$ cat src/rtl/get_pixel_color_unit_pkg.sv
// Shared ray-tracer constants: float32 values, face-axis encodings, colour bundle.
package get_pixel_color_unit_pkg;

  localparam logic [31:0] FP_ZERO    = 32'h0000_0000;
  localparam logic [31:0] FP_ONE     = 32'h3F80_0000;
  localparam logic [31:0] FP_AMBIENT = 32'h3E80_0000;  // 0.25
  localparam logic [30:0] FP_MAX_MAG = 31'h7F7F_FFFF;  // largest finite magnitude

  // Hit face axis; codes 3..7 fall through to the z component.
  typedef enum logic [2:0] {
    DIR_Z = 3'd0,
    DIR_X = 3'd1,
    DIR_Y = 3'd2
  } dir_e;

  typedef struct packed {
    logic [31:0] r;
    logic [31:0] g;
    logic [31:0] b;
  } rgb_t;

endpackage

$ cat src/rtl/get_pixel_color_unit_fp_mul32.sv
// Two-stage float32 multiplier: truncating, flush-to-zero, saturating.
module fp_mul32
  import get_pixel_color_unit_pkg::*;
(
  input  logic        clk_in,
  input  logic        rst_in,
  input  logic [31:0] a_in,
  input  logic [31:0] b_in,
  output logic [31:0] p_out
);

  logic              sign_d, sign_q;
  logic              zero_d, zero_q;
  logic signed [9:0] exp_d, exp_q;
  logic [47:0]       mant_d, mant_q;
  logic [31:0]       p_d, p_q;

  logic signed [9:0] exp_n;
  logic [22:0]       frac_n;

  // Stage A: sign, biased exponent sum and full 24x24 significand product.
  // A zero exponent on either side means zero or subnormal, both flushed.
  always_comb begin
    sign_d = a_in[31] ^ b_in[31];
    zero_d = (a_in[30:23] == 8'd0) || (b_in[30:23] == 8'd0);
    exp_d  = $signed({2'b00, a_in[30:23]}) + $signed({2'b00, b_in[30:23]}) - 10'sd127;
    mant_d = {24'd0, 1'b1, a_in[22:0]} * {24'd0, 1'b1, b_in[22:0]};
  end

  // Stage B: normalise by at most one place, drop the low bits (truncate),
  // then clamp underflow to signed zero and overflow to max finite.
  always_comb begin
    if (mant_q[47]) begin
      frac_n = mant_q[46:24];
      exp_n  = exp_q + 10'sd1;
    end else begin
      frac_n = mant_q[45:23];
      exp_n  = exp_q;
    end
    if (zero_q || exp_n <= 10'sd0)
      p_d = {sign_q, 31'd0};
    else if (exp_n >= 10'sd255)
      p_d = {sign_q, FP_MAX_MAG};
    else
      p_d = {sign_q, exp_n[7:0], frac_n};
  end

  // Pipeline registers for both stages.
  always_ff @(posedge clk_in or negedge rst_in) begin
    if (!rst_in) begin
      sign_q <= 1'b0;
      zero_q <= 1'b1;
      exp_q  <= '0;
      mant_q <= '0;
      p_q    <= '0;
    end else begin
      sign_q <= sign_d;
      zero_q <= zero_d;
      exp_q  <= exp_d;
      mant_q <= mant_d;
      p_q    <= p_d;
    end
  end

  assign p_out = p_q;

endmodule

$ cat src/rtl/get_pixel_color_unit.sv
// Shading back end: picks the hit-face cosine, floors it at AMBIENT,
// scales the material colour, or emits background on a miss. 4-cycle latency.
module get_pixel_color_unit
  import get_pixel_color_unit_pkg::*;
#(
  parameter logic [31:0] AMBIENT = FP_AMBIENT,
  parameter logic [31:0] BG_R    = FP_ZERO,
  parameter logic [31:0] BG_G    = FP_ZERO,
  parameter logic [31:0] BG_B    = FP_ZERO
) (
  input  logic        clk_in,
  input  logic        rst_in,
  input  logic        valid_in,
  input  logic [31:0] ray_x,
  input  logic [31:0] ray_y,
  input  logic [31:0] ray_z,
  input  logic [31:0] t_in,
  input  logic [31:0] block_pos_x,
  input  logic [31:0] block_pos_y,
  input  logic [31:0] block_pos_z,
  input  logic [31:0] block_mat_x,
  input  logic [31:0] block_mat_y,
  input  logic [31:0] block_mat_z,
  input  logic [2:0]  block_dir,
  output logic [31:0] r_out,
  output logic [31:0] g_out,
  output logic [31:0] b_out,
  output logic        rgb_valid
);

  localparam int STAGES = 3;

  // Valid bits: [0] input regs, [1] shade regs, [2] mul stage A, [3] mul stage B.
  logic [STAGES:0] vld_pipe_d, vld_pipe_q;
  // Miss flag follows the sample from the shade regs through both mul stages.
  logic [2:0]      miss_pipe_d, miss_pipe_q;

  // Stage 1 registers
  logic [31:0] ray_x_d, ray_x_q, ray_y_d, ray_y_q, ray_z_d, ray_z_q;
  logic [8:0]  t_se_d, t_se_q;         // sign and exponent of t
  rgb_t        mat1_d, mat1_q;
  logic [2:0]  dir_d, dir_q;

  // Stage 2 registers
  logic [31:0] shade_d, shade_q;
  rgb_t        mat2_d, mat2_q;

  // Output registers
  rgb_t        rgb_d, rgb_q;
  logic        rgb_valid_d, rgb_valid_q;

  logic [31:0] ray_sel;
  logic [30:0] cos_mag;
  rgb_t        prod;

  // Block position is carried for future use; the t mantissa only matters
  // for NaN vs Inf, which both count as a miss.
  logic unused_bits;
  assign unused_bits = ^{block_pos_x, block_pos_y, block_pos_z, t_in[22:0], ray_sel[31]};

  // Next-state for every pipeline stage and the output register.
  always_comb begin
    vld_pipe_d = {vld_pipe_q[STAGES-1:0], valid_in};

    ray_x_d = ray_x;
    ray_y_d = ray_y;
    ray_z_d = ray_z;
    t_se_d  = t_in[31:23];
    mat1_d  = '{r: block_mat_x, g: block_mat_y, b: block_mat_z};
    dir_d   = block_dir;

    case (dir_e'(dir_q))
      DIR_X:   ray_sel = ray_x_q;
      DIR_Y:   ray_sel = ray_y_q;
      default: ray_sel = ray_z_q;
    endcase
    // Both operands are non-negative, so integer compare orders them as floats.
    cos_mag = (ray_sel[30:0] > AMBIENT[30:0]) ? ray_sel[30:0] : AMBIENT[30:0];
    shade_d = {1'b0, cos_mag};
    mat2_d  = mat1_q;
    // Inf/NaN or any negative t (including -0) is a miss; +0 is a hit.
    miss_pipe_d = {miss_pipe_q[1:0], (t_se_q[7:0] == 8'hFF) || t_se_q[8]};

    rgb_valid_d = vld_pipe_q[STAGES];
    rgb_d       = rgb_q;
    if (vld_pipe_q[STAGES])
      rgb_d = miss_pipe_q[2] ? '{r: BG_R, g: BG_G, b: BG_B} : prod;
  end

  // All pipeline state, cleared asynchronously so in-flight samples are dropped.
  always_ff @(posedge clk_in or negedge rst_in) begin
    if (!rst_in) begin
      vld_pipe_q  <= '0;
      miss_pipe_q <= '0;
      ray_x_q     <= '0;
      ray_y_q     <= '0;
      ray_z_q     <= '0;
      t_se_q      <= '0;
      mat1_q      <= '0;
      dir_q       <= '0;
      shade_q     <= '0;
      mat2_q      <= '0;
      rgb_q       <= '0;
      rgb_valid_q <= 1'b0;
    end else begin
      vld_pipe_q  <= vld_pipe_d;
      miss_pipe_q <= miss_pipe_d;
      ray_x_q     <= ray_x_d;
      ray_y_q     <= ray_y_d;
      ray_z_q     <= ray_z_d;
      t_se_q      <= t_se_d;
      mat1_q      <= mat1_d;
      dir_q       <= dir_d;
      shade_q     <= shade_d;
      mat2_q      <= mat2_d;
      rgb_q       <= rgb_d;
      rgb_valid_q <= rgb_valid_d;
    end
  end

  fp_mul32 u_mul_r (.clk_in(clk_in), .rst_in(rst_in), .a_in(mat2_q.r), .b_in(shade_q), .p_out(prod.r));
  fp_mul32 u_mul_g (.clk_in(clk_in), .rst_in(rst_in), .a_in(mat2_q.g), .b_in(shade_q), .p_out(prod.g));
  fp_mul32 u_mul_b (.clk_in(clk_in), .rst_in(rst_in), .a_in(mat2_q.b), .b_in(shade_q), .p_out(prod.b));

  assign r_out     = rgb_q.r;
  assign g_out     = rgb_q.g;
  assign b_out     = rgb_q.b;
  assign rgb_valid = rgb_valid_q;

endmodule

$ cat config.mk
export PLATFORM = sky130hd
export DESIGN_NAME = get_pixel_color_unit
export DESIGN_NICKNAME = d
export VERILOG_FILES = /design/src/rtl/get_pixel_color_unit_pkg.sv /design/src/rtl/get_pixel_color_unit_fp_mul32.sv /design/src/rtl/get_pixel_color_unit.sv
export SDC_FILE = /design/constraint.sdc
export NUM_CORES = 2
export LEC_CHECK = 0
export CAP_MARGIN = 20
export CORE_MARGIN = 5
export CORE_UTILIZATION = 55
export DETAILED_ROUTE_END_ITERATION = 10
export DONT_BUFFER_PORTS = 1
export GPL_ROUTABILITY_DRIVEN = 0
export PLACE_DENSITY = 0.8
export SLEW_MARGIN = 20
export SYNTH_ARGS = -nofsm -noshare
export SYNTH_HDL_FRONTEND = slang
export SYNTH_SLANG_ARGS = --single-unit
$ cat constraint.sdc
create_clock -name clk_in -period 7.7 [get_ports clk_in]
set_input_delay 1.54 -clock clk_in [delete_from_list [all_inputs] [get_ports clk_in]]
set_output_delay 1.54 -clock clk_in [all_outputs]
set_load 0.01 [all_outputs]
==> flow_summary.json <==
{
  "fin_area_um2": 82300,
  "r2r-end": "u_mul_r.mant_q[44]",
  "cts_root_buffer": "sky130_fd_sc_hd__clkbuf_16",
  "netSwitchingPower_mw": 20.0,
  "setup.worst_path.end_class": "flop",
  "placeableCoreArea_um2": 138000,
  "post_synth.cell_area_avg_um2": 9.83,
  "fin_crit_ns": 7.46,
  "cp-endpoint": "u_mul_r.mant_q[44]",
  "grt_start_max_net_pins": 640,
  "critical_path_peak_fanout": 34,
  "global_route.usage.total_pct": 27.8,
  "drc": 0,
  "final-hold-violation-count": 0,
  "grt-ovfl-total": 0,
  "worst-r2r-cell-count": 26,
  "p_leak_nw": 41.6,
  "async_reset_ff_share_pct": 100,
  "hold_path.class": "reg2reg",
  "initial_antenna_violation_count": 19,
  "slew_violations": 0,
  "synth.distinct_cells": 77,
  "layout_commonest_cell": "sky130_fd_sc_hd__inv_1",
  "dp_hpwl_um": 155000,
  "nets": 10000,
  "reg2reg_slack_ns": 0.24,
  "sw_frac_of_total_pct": 50.9,
  "drt_first_pass_iters": 5,
  "final.setup_skew_ns": 0.0808,
  "power.density_cell_area_nw_per_um2": 476,
  "clock_tree.htree_level_count": 3,
  "tritoncts": "done",
  "dieHeight_um": 382,
  "hold_buffers": 0,
  "synth.area.top_cells": "sky130_fd_sc_hd__fa_1, sky130_fd_sc_hd__dfrtp_1, sky130_fd_sc_hd__inv_1",
  "top_area_cell_type_share_of_the_netlist_area_pct": 38.0,
  "power_frac_seq_pct": 13.0,
  "ioPinCount": 423,
  "share_clk_of_total_power_pct": 9.8,
  "worst_ep_arrival_time_ns": 8.05,
  "cts.sink_count": 639,
  "nFillCells": 10800,
  "finalHoldWorstSlack_ns": 0.333,
  "criticalPathCategory": "reg2reg",
  "placed_cell_area_um2": 79300,
  "tritoncts.num_buffers": 71,
  "ys_seq_area_share_pct": 21.0,
  "layout_common_cells": "sky130_fd_sc_hd__inv_1, sky130_fd_sc_hd__fa_1, sky130_fd_sc_hd__nand2_1",
  "route.detailed.wl_per_inst_um": 20.5,
  "finalCoreUtilization_pct": 59.8,
  "crit-reg2reg-launch": "shade_q[7]",
  "timing.critical_path.from_type": "flop",
  "vias_per_cell": 5.52,
  "dr.first_iter.drc_count": 3844,
  "die_width_um": 382,
  "max-vdd-ir-drop_mv": 1.17,
  "slew_headroom_pct": 31.9,
  "synthesis.area_um2": 76200,
  "global_route_wire_length_before_repair_um": 318000,
  "startpoint": "shade_q[7]",
  "finalSetupViolations": 0,
  "floorplan.initialDensity_pct": 55.4,
  "finalPower_mw": 39.2,
  "io_buffer_count": 0,
  "yosys_warnings": 0,
  "worst_pin_slew_ns": 1.02,
  "drive_gt1_share_pct": 5.86,
  "synthFlopType": "sky130_fd_sc_hd__dfrtp_1",
  "antenna_violating_nets_post_route": 0,
  "yosysTopAreaCell": "sky130_fd_sc_hd__fa_1",
  "wl_um": 197000,
  "clk_pin_slew_worst_paths_ns": 0.07,
  "synth_enable_flop_cells": 0,
  "max_freq_mhz": 134,
  "clock_path_buffers": 3,
  "p_int_mw": 19.2,
  "logic_gate_share_of_total_power_pct": 77.2,
  "postSynthCellCount": 7756,
  "via_count": 52900,
  "relative_area_change_from_synthesis_to_final_layout_pct": 7.97,
  "clk-insertion-delay-late_ns": 0.73,
  "fp.dieArea_um2": 146000,
  "rows": 136,
  "synth.ff_latch_count": 639,
  "outcome": "complete, no violations",
  "first_global_vias": 58800,
  "drv.max_cap_violation_count": 0,
  "critical_path_required_ns": 8.29,
  "synth.net_count": 10100,
  "post_route_clock_period_utilization_pct": 96.9
}
==> routing by layer <==
layer,vias to the layer above,share of wire (%),track usage [%],wire (µm)
li1,22800,-,-,-
met1,26800,36,34.5,71800
met2,2556,48,45.9,94700
met3,670,9.6,6.79,18800
met4,8,5.9,13.8,11600
met5,-,0.026,0,51
==> worst max-delay path, cell delays in order (launching register included) <==
cell and delay, ns:
sky130_fd_sc_hd__dfrtp_2 0.58, sky130_fd_sc_hd__buf_12 0.26, sky130_fd_sc_hd__buf_4 0.29, sky130_fd_sc_hd__and2_1 0.18, sky130_fd_sc_hd__fa_1 0.45, sky130_fd_sc_hd__fa_1 0.52
sky130_fd_sc_hd__inv_1 0.05, sky130_fd_sc_hd__fa_1 0.49, sky130_fd_sc_hd__inv_1 0.06, sky130_fd_sc_hd__fa_1 0.50, sky130_fd_sc_hd__inv_1 0.06, sky130_fd_sc_hd__fa_1 0.53
sky130_fd_sc_hd__inv_1 0.05, sky130_fd_sc_hd__fa_1 0.48, sky130_fd_sc_hd__inv_1 0.05, sky130_fd_sc_hd__fa_1 0.47, sky130_fd_sc_hd__inv_1 0.04, sky130_fd_sc_hd__ha_1 0.30
sky130_fd_sc_hd__a21o_1 0.19, sky130_fd_sc_hd__nand3_1 0.09, sky130_fd_sc_hd__a21o_1 0.23, sky130_fd_sc_hd__nand3_1 0.12, sky130_fd_sc_hd__o21ai_2 0.33, sky130_fd_sc_hd__o21ai_4 0.12
sky130_fd_sc_hd__a31oi_1 0.24, sky130_fd_sc_hd__or4b_1 0.49, sky130_fd_sc_hd__o311ai_2 0.10
==> worst min path at each step <==
| stage | cells after the start | end | startpoint |
|---|---|---|---|
| after floorplan | 0 | mat2_q[0] | mat1_q[0] |
| after global routing | 0 | mat2_q[50] | mat1_q[50] |
| after CTS | 0 | mat2_q[35] | mat1_q[35] |
| final | 0 | mat2_q[50] | mat1_q[50] |
| after global placement | 0 | mat2_q[31] | mat1_q[31] |
| after detailed placement | 0 | mat2_q[2] | mat1_q[2] |
==> per-stage QoR <==
stage          cells  TNS [ns]  setup WS, ns
2_1_floorplan   7756         0         0.590
3_3_place_gp    9427         0         0.213
3_5_place_dp    9427         0         0.175
4_1_cts         9556         0        0.0555
5_1_grt         9579   -0.0410       -0.0242
6_report        9586         0         0.242
==> power groups by stage <==
| stage | Combinational, mW | Clock [mW] | Sequential, mW |
|---|---|---|---|
| after CTS | 29.9 | 3.92 | 5.09 |
| final | 30.3 | 3.83 | 5.09 |
| after floorplan | 20.8 | 0 | 4.83 |
| after global routing | 33.9 | 4.07 | 5.16 |
| after detailed placement | 29.4 | 0 | 5.14 |
| after global placement | 28.7 | 0 | 5.11 |
==> layout make-up <==
| type | count | area, µm² | share of cell area [%] |
|---|---|---|---|
| clock buffer | 96 | 2030 | 2.47 |
| sequential | 639 | 16000 | 19.5 |
| clock inverter | 33 | 658 | 0.800 |
| inverter | 1869 | 7020 | 8.53 |
| tap | 1794 | 2240 | 2.73 |
| multi-input combinational | 4861 | 51800 | 62.9 |
| timing repair buffer | 281 | 2470 | 3.00 |
| antenna | 13 | 32.5 | 0.0395 |
==> kinds of logic (layout without fill, tap and decap cells) <==
kind of cell / Yosys count / in the layout / synth area share (%)
fa+ha+maj: 1983 / 1983 / 46.8
other cells: 0 / 13 / 0
mux: 74 / 74 / 0.972
buf+inv: 2256 / 2279 / 11.1
compound gates: 612 / 612 / 4.93
flops: 639 / 639 / 21.0
xor+xnor: 141 / 141 / 1.62
simple gates: 2051 / 2051 / 13.6
==> Yosys cell counts (13+ instances only) <==
master                     count
sky130_fd_sc_hd__mux2i_1      74
sky130_fd_sc_hd__clkbuf_1    357
sky130_fd_sc_hd__xor2_1       59
sky130_fd_sc_hd__nand3_1      38
sky130_fd_sc_hd__nor3_1       24
sky130_fd_sc_hd__nor4_1       16
sky130_fd_sc_hd__and2_1      728
sky130_fd_sc_hd__nor2b_1      13
sky130_fd_sc_hd__xnor2_1      82
sky130_fd_sc_hd__o21ai_0     141
sky130_fd_sc_hd__fa_1       1446
sky130_fd_sc_hd__o21bai_1     24
sky130_fd_sc_hd__o21ai_1      18
sky130_fd_sc_hd__nor2_1      186
sky130_fd_sc_hd__nand3b_1    101
sky130_fd_sc_hd__a22o_1       31
sky130_fd_sc_hd__o21a_1       14
sky130_fd_sc_hd__nand2_1     853
sky130_fd_sc_hd__ha_1        537
sky130_fd_sc_hd__a21o_1       61
sky130_fd_sc_hd__nand4_1      33
sky130_fd_sc_hd__a21oi_1     239
sky130_fd_sc_hd__inv_1      1865
sky130_fd_sc_hd__buf_1        24
sky130_fd_sc_hd__and3_1       17
sky130_fd_sc_hd__dfrtp_1     636
==> flip-flops by register name, indices dropped and copies added, names as in the netlist, 31 cells and up <==
register       cells
ray_x_q           31
b_out             32
g_out             32
mat2_q            96
u_mul_r.p_out     32
shade_q           31
u_mul_b.p_out     32
u_mul_g.p_out     32
r_out             32
ray_z_q           31
mat1_q            96
ray_y_q           31
==> what timing repair did <==
action	4_1_cts	5_1_grt
setup buffers	0	13
resized for setup	0	17
setup endpoints to repair	0	20
(Power assumes the default switching activity.)
